$ cat src/rtl/rle_decoder.sv
// Run-length decompressor: reads (count,value) byte pairs over SRAM port A and
// writes the expanded bytes back packed 4 per word. Optional `err` output under RLE_DECODER_ERR_EN.
module rle_decoder #(
  parameter int ADDR_W = 16
) (
  input  logic              clk,
  input  logic              nreset,
  input  logic              start,
  input  logic [31:0]       rle_addr,
  input  logic [31:0]       rle_size,
  input  logic [31:0]       message_addr,
  output logic [31:0]       message_size,
  output logic              done,
  output logic              port_A_clk,
  output logic [ADDR_W-1:0] port_A_addr,
  output logic              port_A_we,
  output logic [31:0]       port_A_data_in,
  input  logic [31:0]       port_A_data_out
`ifdef RLE_DECODER_ERR_EN
  ,
  output logic              err
`endif
);

  typedef enum logic [2:0] {IDLE, RD_REQ, RD_WAIT, EXPAND, WR, FLUSH, DONE} state_t;

  state_t            state;
  logic [ADDR_W-1:0] rd_addr;
  logic [ADDR_W-1:0] wr_addr;
  logic [31:0]       rle_left;
  logic [31:0]       in_word;
  logic [1:0]        in_idx;
  logic              in_empty;
  logic              is_val;
  logic [7:0]        cnt_q;
  logic [7:0]        val_q;
  logic [7:0]        rep;
  logic [31:0]       out_word;
  logic [1:0]        out_cnt;
  logic [31:0]       out_next;
  logic [7:0]        in_byte;

  assign port_A_clk = clk;

  logic unused_ok;
  assign unused_ok = ^{rle_addr[31:ADDR_W], message_addr[31:ADDR_W]};

  always_comb begin
    out_next = out_word;
    out_next[{out_cnt, 3'b000} +: 8] = val_q;
    in_byte = in_word[{in_idx, 3'b000} +: 8];
  end

  always_ff @(posedge clk or negedge nreset) begin
    if (!nreset) begin
      state          <= IDLE;
      done           <= 1'b0;
      message_size   <= '0;
      port_A_we      <= 1'b0;
      port_A_addr    <= '0;
      port_A_data_in <= '0;
      rd_addr        <= '0;
      wr_addr        <= '0;
      rle_left       <= '0;
      in_word        <= '0;
      in_idx         <= '0;
      in_empty       <= 1'b1;
      is_val         <= 1'b0;
      cnt_q          <= '0;
      val_q          <= '0;
      rep            <= '0;
      out_word       <= '0;
      out_cnt        <= '0;
`ifdef RLE_DECODER_ERR_EN
      err            <= 1'b0;
`endif
    end else begin
      case (state)
        IDLE, DONE: begin
          if (start) begin
            rd_addr      <= {rle_addr[ADDR_W-1:2], 2'b00};
            wr_addr      <= {message_addr[ADDR_W-1:2], 2'b00};
            rle_left     <= rle_size;
            message_size <= '0;
            out_word     <= '0;
            out_cnt      <= '0;
            rep          <= '0;
            is_val       <= 1'b0;
            in_empty     <= 1'b1;
            in_idx       <= '0;
`ifdef RLE_DECODER_ERR_EN
            err          <= rle_size[0];
`endif
            if (rle_size == 32'd0) begin
              done  <= 1'b1;
              state <= DONE;
            end else begin
              done        <= 1'b0;
              port_A_we   <= 1'b0;
              port_A_addr <= {rle_addr[ADDR_W-1:2], 2'b00};
              state       <= RD_REQ;
            end
          end
        end
        RD_REQ: begin
          rd_addr <= rd_addr + ADDR_W'(4);
          state   <= RD_WAIT;
        end
        RD_WAIT: begin
          in_word  <= port_A_data_out;
          in_idx   <= '0;
          in_empty <= 1'b0;
          state    <= EXPAND;
        end
        EXPAND: begin
          if (rep != 8'd0) begin
            // One output byte per cycle; the 4th byte launches the word write.
            out_word <= out_next;
            out_cnt  <= out_cnt + 2'd1;
            rep      <= rep - 8'd1;
            if (message_size != 32'hFFFF_FFFF)
              message_size <= message_size + 32'd1;
            if (out_cnt == 2'd3) begin
              port_A_we      <= 1'b1;
              port_A_addr    <= wr_addr;
              port_A_data_in <= out_next;
              state          <= WR;
            end
          end else if (rle_left == 32'd0) begin
            if (out_cnt != 2'd0) begin
              port_A_we      <= 1'b1;
              port_A_addr    <= wr_addr;
              port_A_data_in <= out_word;
            end
            state <= FLUSH;
          end else if (in_empty) begin
            port_A_we   <= 1'b0;
            port_A_addr <= rd_addr;
            state       <= RD_REQ;
          end else begin
            // Consume one compressed byte; a trailing count byte is simply dropped.
            if (is_val) begin
              val_q <= in_byte;
              rep   <= cnt_q;
`ifdef RLE_DECODER_ERR_EN
              if (cnt_q == 8'd0) err <= 1'b1;
`endif
            end else begin
              cnt_q <= in_byte;
            end
            is_val   <= ~is_val;
            in_idx   <= in_idx + 2'd1;
            rle_left <= rle_left - 32'd1;
            if (in_idx == 2'd3) in_empty <= 1'b1;
          end
        end
        WR: begin
          port_A_we <= 1'b0;
          wr_addr   <= wr_addr + ADDR_W'(4);
          out_word  <= '0;
          out_cnt   <= '0;
          state     <= EXPAND;
        end
        FLUSH: begin
          port_A_we <= 1'b0;
          done      <= 1'b1;
          state     <= DONE;
        end
        default: state <= IDLE;
      endcase
    end
  end

endmodule

$ cat config.mk
export PLATFORM = sky130hd
export DESIGN_NAME = rle_decoder
export DESIGN_NICKNAME = d
export VERILOG_FILES = /design/src/rtl/rle_decoder.sv
export SDC_FILE = /design/constraint.sdc
export NUM_CORES = 1
export LEC_CHECK = 0
export ABC_CLOCK_PERIOD_IN_PS = 5800
export CAP_MARGIN = 5
export CORE_ASPECT_RATIO = 1.5
export CORE_MARGIN = 5
export CORE_UTILIZATION = 58
export CTS_BUF_LIST = sky130_fd_sc_hd__clkbuf_16
export CTS_CLUSTER_DIAMETER = 40
export CTS_CLUSTER_SIZE = 28
export DETAILED_ROUTE_END_ITERATION = 10
export PLACE_DENSITY = 0.86
export SLEW_MARGIN = 20
export SYNTH_ARGS = -nofsm -noshare
export SYNTH_HDL_FRONTEND = slang
export SYNTH_SLANG_ARGS = --single-unit
$ cat constraint.sdc
create_clock -name clk -period 5.8 [get_ports clk]
set_input_delay 1.16 -clock clk [delete_from_list [all_inputs] [get_ports clk]]
set_output_delay 1.16 -clock clk [all_outputs]
set_load 0.02 [all_outputs]
==> results.md, run 1 <==
- Residual DRC: 0
- Vias: 10300
- Crit end category: output pin
- Final Hold Vio Count: 0
- Finish-stage setup viols: 0
- Synthesized area per cell: 10.5 sq um
- Fillers: 1436
- Clock Pin Slew Worst Setup and Hold Paths: 70 ps
- Final layout net count: 1470
- DRT iter0 DRCs: 892
- Setup TNS: 0 ps
- Via density: 6.38
- Syn. warnings: 0
- Syn nets: 1314
- Post-CTS Resized: 0
- Max-slew violation count: 0
- Port bufs: 177
- Max-cap violation count: 0
- Pwr dens: 528 nW/um^2
- Rows: 65
- Antenna Nets Post-Route: 0
- Rel. slew slack: 28.1%
- Placed cell count: 1562
- Netlist area before placement: 12200 sq um
- Predominant post-synthesis flop cell: dfrtp_1
- Maximum vdd drop: 0.316 mV
- Initial Utilization: 58.5%
- First-pass GRT wire length: 52.3 mm
- Area Overhead vs Synth: 24.1%
- Min-delay worst type: in -> async
- Ratio of cells with drive above 1 in the final layout: 11.4%
- Worst-Margin Slew: 1070 ps
- Gpl congestion: 0.888
- Layout Cells excl Fill: 1617
- Status: finished clean
- I/O pin total: 214
- Final wirelength: 31.9 mm
- Die Span Y: 188 microns
- Sequential area share after synthesis: 48.7%
- CP dominant cell by count: clkbuf_16
- Vias in the first global route: 10300
- Post-CTS Setup Bufs: 0
- Worst Path Required: 4640 ps
- Critical Path Source Type: clock port
- Total gr overflow: 0
- Wire per inst: 19.7 microns
- Critical path class: clk -> out
- Ys async rst share: 100%
- CTS Hold Buffers Added: 0
- Critical path cell sequence: clkbuf_16, clkbuf_16, clkdlybuf4s50_1
- Crit path arrival time: 3670 ps
- Final HPWL DP: 22.2 mm
- P_leak: 6.35 nW
- CTS tree: yes
- RSZ-0062 raised after global routing: false
- Die Area: 24100 sq um
- Final clock skew: 17.6 ps
- Post-Synthesis Cells: 1170
- Pin count of the biggest net entering global routing: 139
- Die Span X: 129 microns
- Post-synth EDFFs: 0
- Initial antenna violation count: 3
- GR Util All Layers: 26.3%
- Slowest stage delay, CP: 520 ps
- Critical-path top delay cell: clkdlybuf4s50_1
- Clock Latency Late Sink: 650 ps
- Unique masters post-synth: 84
- Core footprint: 20900 sq um
- Crit Path Max Fanout: 2
- Drt pass-1 iters: 5
- Seq cells post-synth: 238
-- critical path: cells and delay by family --
kind | cells | cell delay, ps
buffers and inverters | 3 | 770
-- per-stage QoR --
step                      worst slack [ps]  hold slack (ps)  cell area, sq um  total power [mW]  utilization (%)
after floorplan                       1610              448             12200              5.07                -
after global placement                1230              463             14100              5.95             67.6
after detailed placement              1230              474             14100              6.11             67.6
after CTS                              963              491             15100              8.01             72.4
after global routing                   959              395             15200              8.50             72.6
final                                  970              380             15200              8.02             72.6
-- routing by layer --
layer,part of all wire [%],GRT usage [%],up-vias,routed length [microns]
li1,-,-,4714,-
met1,38,33.0,5110,12200
met2,52,45.1,412,16700
met3,5.6,3.45,85,1770
met4,3.8,11.9,0,1210
met5,0,0,-,0
-- cell families after synthesis --
family / after synthesis / share of synthesized area, %
and+or+nand+nor: 374 / 16.2
xor gates and xnor gates: 19 / 1.36
adders and majority gates: 13 / 1.33
AOI/OAI and AO/OA: 327 / 18.6
muxes: 105 / 10.2
buffers and inverters: 94 / 3.48
DFF: 238 / 48.7
-- worst paths after layout --
check                           from                to  slack [ps]  depth (start not counted)
max reg2reg                   rep[0]      rle_left[20]        2400                          9
max in group asynchronous     nreset      out_word[26]        3940                          3
max                              clk        port_A_clk         970                          3
min                           nreset  message_size[11]         380                          1
min reg2reg                port_A_we         port_A_we         480                          1
min in group clk           port_A_we         port_A_we         480                          1
-- synthesized netlist by cell type (4+ instances only) --
master | instances | area, sq um
nand4_1 | 11 | 68.8
inv_1 | 29 | 109
xnor2_1 | 17 | 149
a21oi_1 | 55 | 275
buf_1 | 14 | 52.6
a31oi_1 | 17 | 106
a22oi_1 | 6 | 45.0
mux4_2 | 8 | 180
o22ai_1 | 6 | 37.5
nor3b_1 | 9 | 67.6
nand3_1 | 29 | 145
clkbuf_1 | 26 | 97.6
o21ai_1 | 14 | 70.1
o22a_1 | 8 | 70.1
and4_1 | 4 | 35.0
o221ai_1 | 14 | 123
a211oi_1 | 8 | 60.1
mux2_1 | 30 | 338
and2_1 | 6 | 37.5
buf_4 | 4 | 30.0
dfrtp_1 | 237 | 5930
nor4_1 | 22 | 138
a311oi_1 | 8 | 70.1
mux2i_1 | 16 | 160
nor3_1 | 30 | 150
or4_1 | 5 | 37.5
o21ai_0 | 68 | 340
nand2b_1 | 14 | 87.6
ha_1 | 13 | 163
or3_1 | 17 | 106
a221o_1 | 4 | 40.0
o2bb2ai_1 | 4 | 35.0
a22o_1 | 68 | 596
o211ai_1 | 8 | 60.1
buf_6 | 5 | 56.3
o31ai_1 | 11 | 82.6
buf_2 | 16 | 80.1
and3_1 | 13 | 81.3
mux2_2 | 51 | 574
nand2_1 | 61 | 229
nor2_1 | 119 | 447
-- cell usage in the layout (no fill, tap or decap), drive strengths merged, types with 16 or more instances in the layout --
cell type and count:
a21oi 57, a22o 68, a31oi 18, clkbuf 30
clkdlybuf4s50 176, dfrtp 237, inv 40, mux2 81
mux2i 16, nand2 63, nand3 30, nor2 122
nor3 34, nor4 24, o21ai 82, or3 17
xnor2 17
-- sequential cells by signal, indices dropped and copies added (netlist names) --
name	flops
state	3
out_cnt	2
rep	8
wr_addr	14
rle_left	32
rd_addr	14
message_size	32
in_word	32
port_A_data_in	32
cnt_q	8
port_A_we	1
done	1
in_idx	2
out_word	32
in_empty	1
is_val	1
val_q	8
port_A_addr	15
-- where the power goes --
group	switching (mW)	leakage [nW]	internal, mW
Combinational	1.80	2.85	1.40
Sequential	0.648	3.00	2.28
Clock	0.839	0.495	1.06
-- layout make-up --
type / count / area, sq um / area share (%)
well taps: 268 / 335 / 2.21
diodes: 3 / 7.51 / 0.0495
clock inverters: 21 / 267 / 1.76
clock buffers: 31 / 761 / 5.01
flip-flops and latches: 238 / 5960 / 39.3
multi-input cells: 838 / 5850 / 38.6
repair buffers: 189 / 1880 / 12.4
inverters: 29 / 109 / 0.717
Power figures use the tool's default switching activity.
==> run 2, diff against run 1 <==
--- a/config.mk
+++ b/config.mk
@@ -5,16 +5,16 @@
 export SDC_FILE = /design/constraint.sdc
 export NUM_CORES = 1
 export LEC_CHECK = 0
-export ABC_CLOCK_PERIOD_IN_PS = 5800
+export ABC_CLOCK_PERIOD_IN_PS = 4000
 export CAP_MARGIN = 5
 export CORE_ASPECT_RATIO = 1.5
 export CORE_MARGIN = 5
-export CORE_UTILIZATION = 58
+export CORE_UTILIZATION = 48
 export CTS_BUF_LIST = sky130_fd_sc_hd__clkbuf_16
 export CTS_CLUSTER_DIAMETER = 40
 export CTS_CLUSTER_SIZE = 28
 export DETAILED_ROUTE_END_ITERATION = 10
-export PLACE_DENSITY = 0.86
+export PLACE_DENSITY = 0.76
 export SLEW_MARGIN = 20
 export SYNTH_ARGS = -nofsm -noshare
 export SYNTH_HDL_FRONTEND = slang
==> constraint.sdc (replaced) <==
create_clock -name clk -period 4 [get_ports clk]
set_input_delay 0.8 -clock clk [delete_from_list [all_inputs] [get_ports clk]]
set_output_delay 0.8 -clock clk [all_outputs]
set_load 0.02 [all_outputs]
==> run 2 against run 1 <==
Cell count rose by 3.9%. Final area rose by 0.70%. Wire length fell by 0.58%. Via count fell by 2.4%. Sequential power rose by 44%. Combinational power rose by 45%. Sequential cell count did not move. Power rose by 45%. Sequential share of layout area fell by 0.27 points. Die area rose by 19%. Global-route usage fell by 4.7 points. Critical path depth did not move. Critical endpoint unchanged. Largest power group unchanged.
==> results.md, run 2 (synthesis gave the netlist of run 1 again) <==
- Status: finished clean (unchanged)
- Buffers and inverters on the worst path: 3 (unchanged)
- Gpl congestion: 0.884 (was 0.888)
- Min-delay worst type: in -> async (unchanged)
- Final HPWL DP: 22.8 mm (was 22.2 mm)
- CP delay by family, top: buffers and inverters (unchanged)
- Die Span Y: 205 microns (was 188 microns)
- Final Hold Vio Count: 0 (unchanged)
- Hold slack: 230 ps (was 380 ps)
- Finish-stage setup viols: 0 (unchanged)
- Drt pass-1 iters: 6 (was 5)
- Crit path arrival time: 2770 ps (was 3670 ps)
- Critical path class: clk -> out (unchanged)
- Ratio of cells with drive above 1 in the final layout: 11.6% (was 11.4%)
- R2R Setup Slk: 650 ps (was 2400 ps)
- Final wirelength: 31.7 mm (was 31.9 mm)
- Vias: 10100 (was 10300)
- Critical Path Source Type: clock port (unchanged)
- P_leak: 6.36 nW (was 6.35 nW)
- Clock Pin Slew Worst Setup and Hold Paths: 60 ps (was 70 ps)
- Post-CTS Resized: 0 (unchanged)
- First-pass GRT wire length: 51.2 mm (was 52.3 mm)
- RSZ-0062 raised after global routing: false (unchanged)
- Most frequent cells in the layout: 237 x dfrtp_1, 176 x clkdlybuf4s50_1, 119 x nor2_1 (unchanged)
- Initial Utilization: 48.6% (was 58.5%)
- Via density: 5.99 (was 6.38)
- Final worst slack: 428 ps (was 970 ps)
- Final layout net count: 1475 (was 1470)
- Reg2Reg Depth: 8 (was 9)
- Worst Path Required: 3200 ps (was 4640 ps)
- CTS tree: yes (unchanged)
- CTS Hold Buffers Added: 0 (unchanged)
- Area of the multi-input gates: 5850 sq um (unchanged)
- Port bufs: 177 (unchanged)
- Clock Latency Late Sink: 640 ps (was 650 ps)
- Crit end category: output pin (unchanged)
- Rows: 71 (was 65)
- I/O pin total: 214 (unchanged)
- Max-slew violation count: 0 (unchanged)
- Initial antenna violation count: 0 (was 3)
- Critical path cell sequence: clkbuf_16, clkbuf_16, clkdlybuf4s50_1 (unchanged)
- Die Span X: 140 microns (was 129 microns)
- Core footprint: 25100 sq um (was 20900 sq um)
- Worst slack at placement: 692 ps (was 1230 ps)
- Maximum vdd drop: 0.367 mV (was 0.316 mV)
- GR Util All Layers: 21.6% (was 26.3%)
- Post-CTS Setup Bufs: 0 (unchanged)
- Residual DRC: 0 (unchanged)
- Worst r2r dst: cnt_q[6] (was rle_left[20])
- Pin count of the biggest net entering global routing: 103 (was 139)
- DRT iter0 DRCs: 574 (was 892)
- Setup TNS: 0 ps (unchanged)
- Worst-Margin Slew: 812 ps (was 1070 ps)
- Vias in the first global route: 10100 (was 10300)
- CP dominant cell by count: clkbuf_16 (unchanged)
- Fillers: 2136 (was 1436)
- Critical-path top delay cell: clkdlybuf4s50_1 (unchanged)
- Crit Path Max Fanout: 2 (unchanged)
- Reg area: 5960 sq um (unchanged)
- Area Overhead vs Synth: 24.9% (was 24.1%)
- Die Area: 28800 sq um (was 24100 sq um)
- Total gr overflow: 0 (unchanged)
- Final clock skew: 12.0 ps (was 17.6 ps)
- FF-to-FF Start: rep[0] (unchanged)
- Slowest stage delay, CP: 530 ps (was 520 ps)
- Antenna Nets Post-Route: 0 (unchanged)
- Pwr dens: 759 nW/um^2 (was 528 nW/um^2)
- Max-cap violation count: 0 (unchanged)
- Wire per inst: 18.9 microns (was 19.7 microns)
- Rel. slew slack: 45.9% (was 28.1%)
- Leading cell type in the layout, fill and taps excluded: dfrtp_1 (unchanged)
- Power, Total: 11.6 mW (was 8.02 mW)
-- run 2: metrics by stage --
step	cell area [sq um]	utilization, %	instances
floorplan	12200	-	1170
global placement	14300	56.7	1627
detailed placement	14300	56.7	1627
CTS	15300	60.8	1679
global route	15300	60.8	1679
finish	15300	60.8	1680
-- run 2: power by group --
| group | internal (mW) | leakage, nW | switching, mW | total (mW) |
|---|---|---|---|---|
| clock | 1.58 | 0.489 | 1.18 | 2.76 |
| sequential | 3.30 | 3.00 | 0.913 | 4.22 |
| combinational | 2.06 | 2.87 | 2.56 | 4.62 |
-- run 2: cell type report --
type                            instances  share of cell area [%]
Timing Repair Buffer                  193                    12.6
Tap cell                              328                    2.69
Antenna cell                            1                  0.0164
Multi-Input combinational cell        838                    38.3
Inverter                               29                   0.712
Sequential cell                       238                    39.0
Clock inverter                         22                    1.75
Clock buffer                           31                    4.98
-- run 2: how the worst max path moves through the flow --
stage	to	startpoint	slack (ps)	depth (start not counted)
5_1_grt	port_A_clk	clk	400	3
3_3_place_gp	port_A_clk	clk	690	1
6_report	port_A_clk	clk	430	3
2_1_floorplan	port_A_clk	clk	1070	1
3_5_place_dp	port_A_clk	clk	690	1
4_1_cts	port_A_clk	clk	420	3
-- run 2: worst reg2reg max path, stage by stage, from the launching register on --
cell and delay [ps]:
dfrtp_1 370, inv_1 110, ha_1 210, nor3b_1 520, nand2_1 470, nor2_2 400, nand2_2 240, or3_1 540
mux2_1 370
-- run 2: per-layer routing --
layer | routed length [microns] | global-route usage (%) | vias to the layer above | part of all wire [%]
met5 | 0 | 0 | - | 0
met1 | 12500 | 26.0 | 4990 | 39
li1 | - | - | 4725 | -
met2 | 16800 | 38.9 | 288 | 53
met3 | 1470 | 2.95 | 68 | 4.7
met4 | 963 | 8.86 | 0 | 3.0
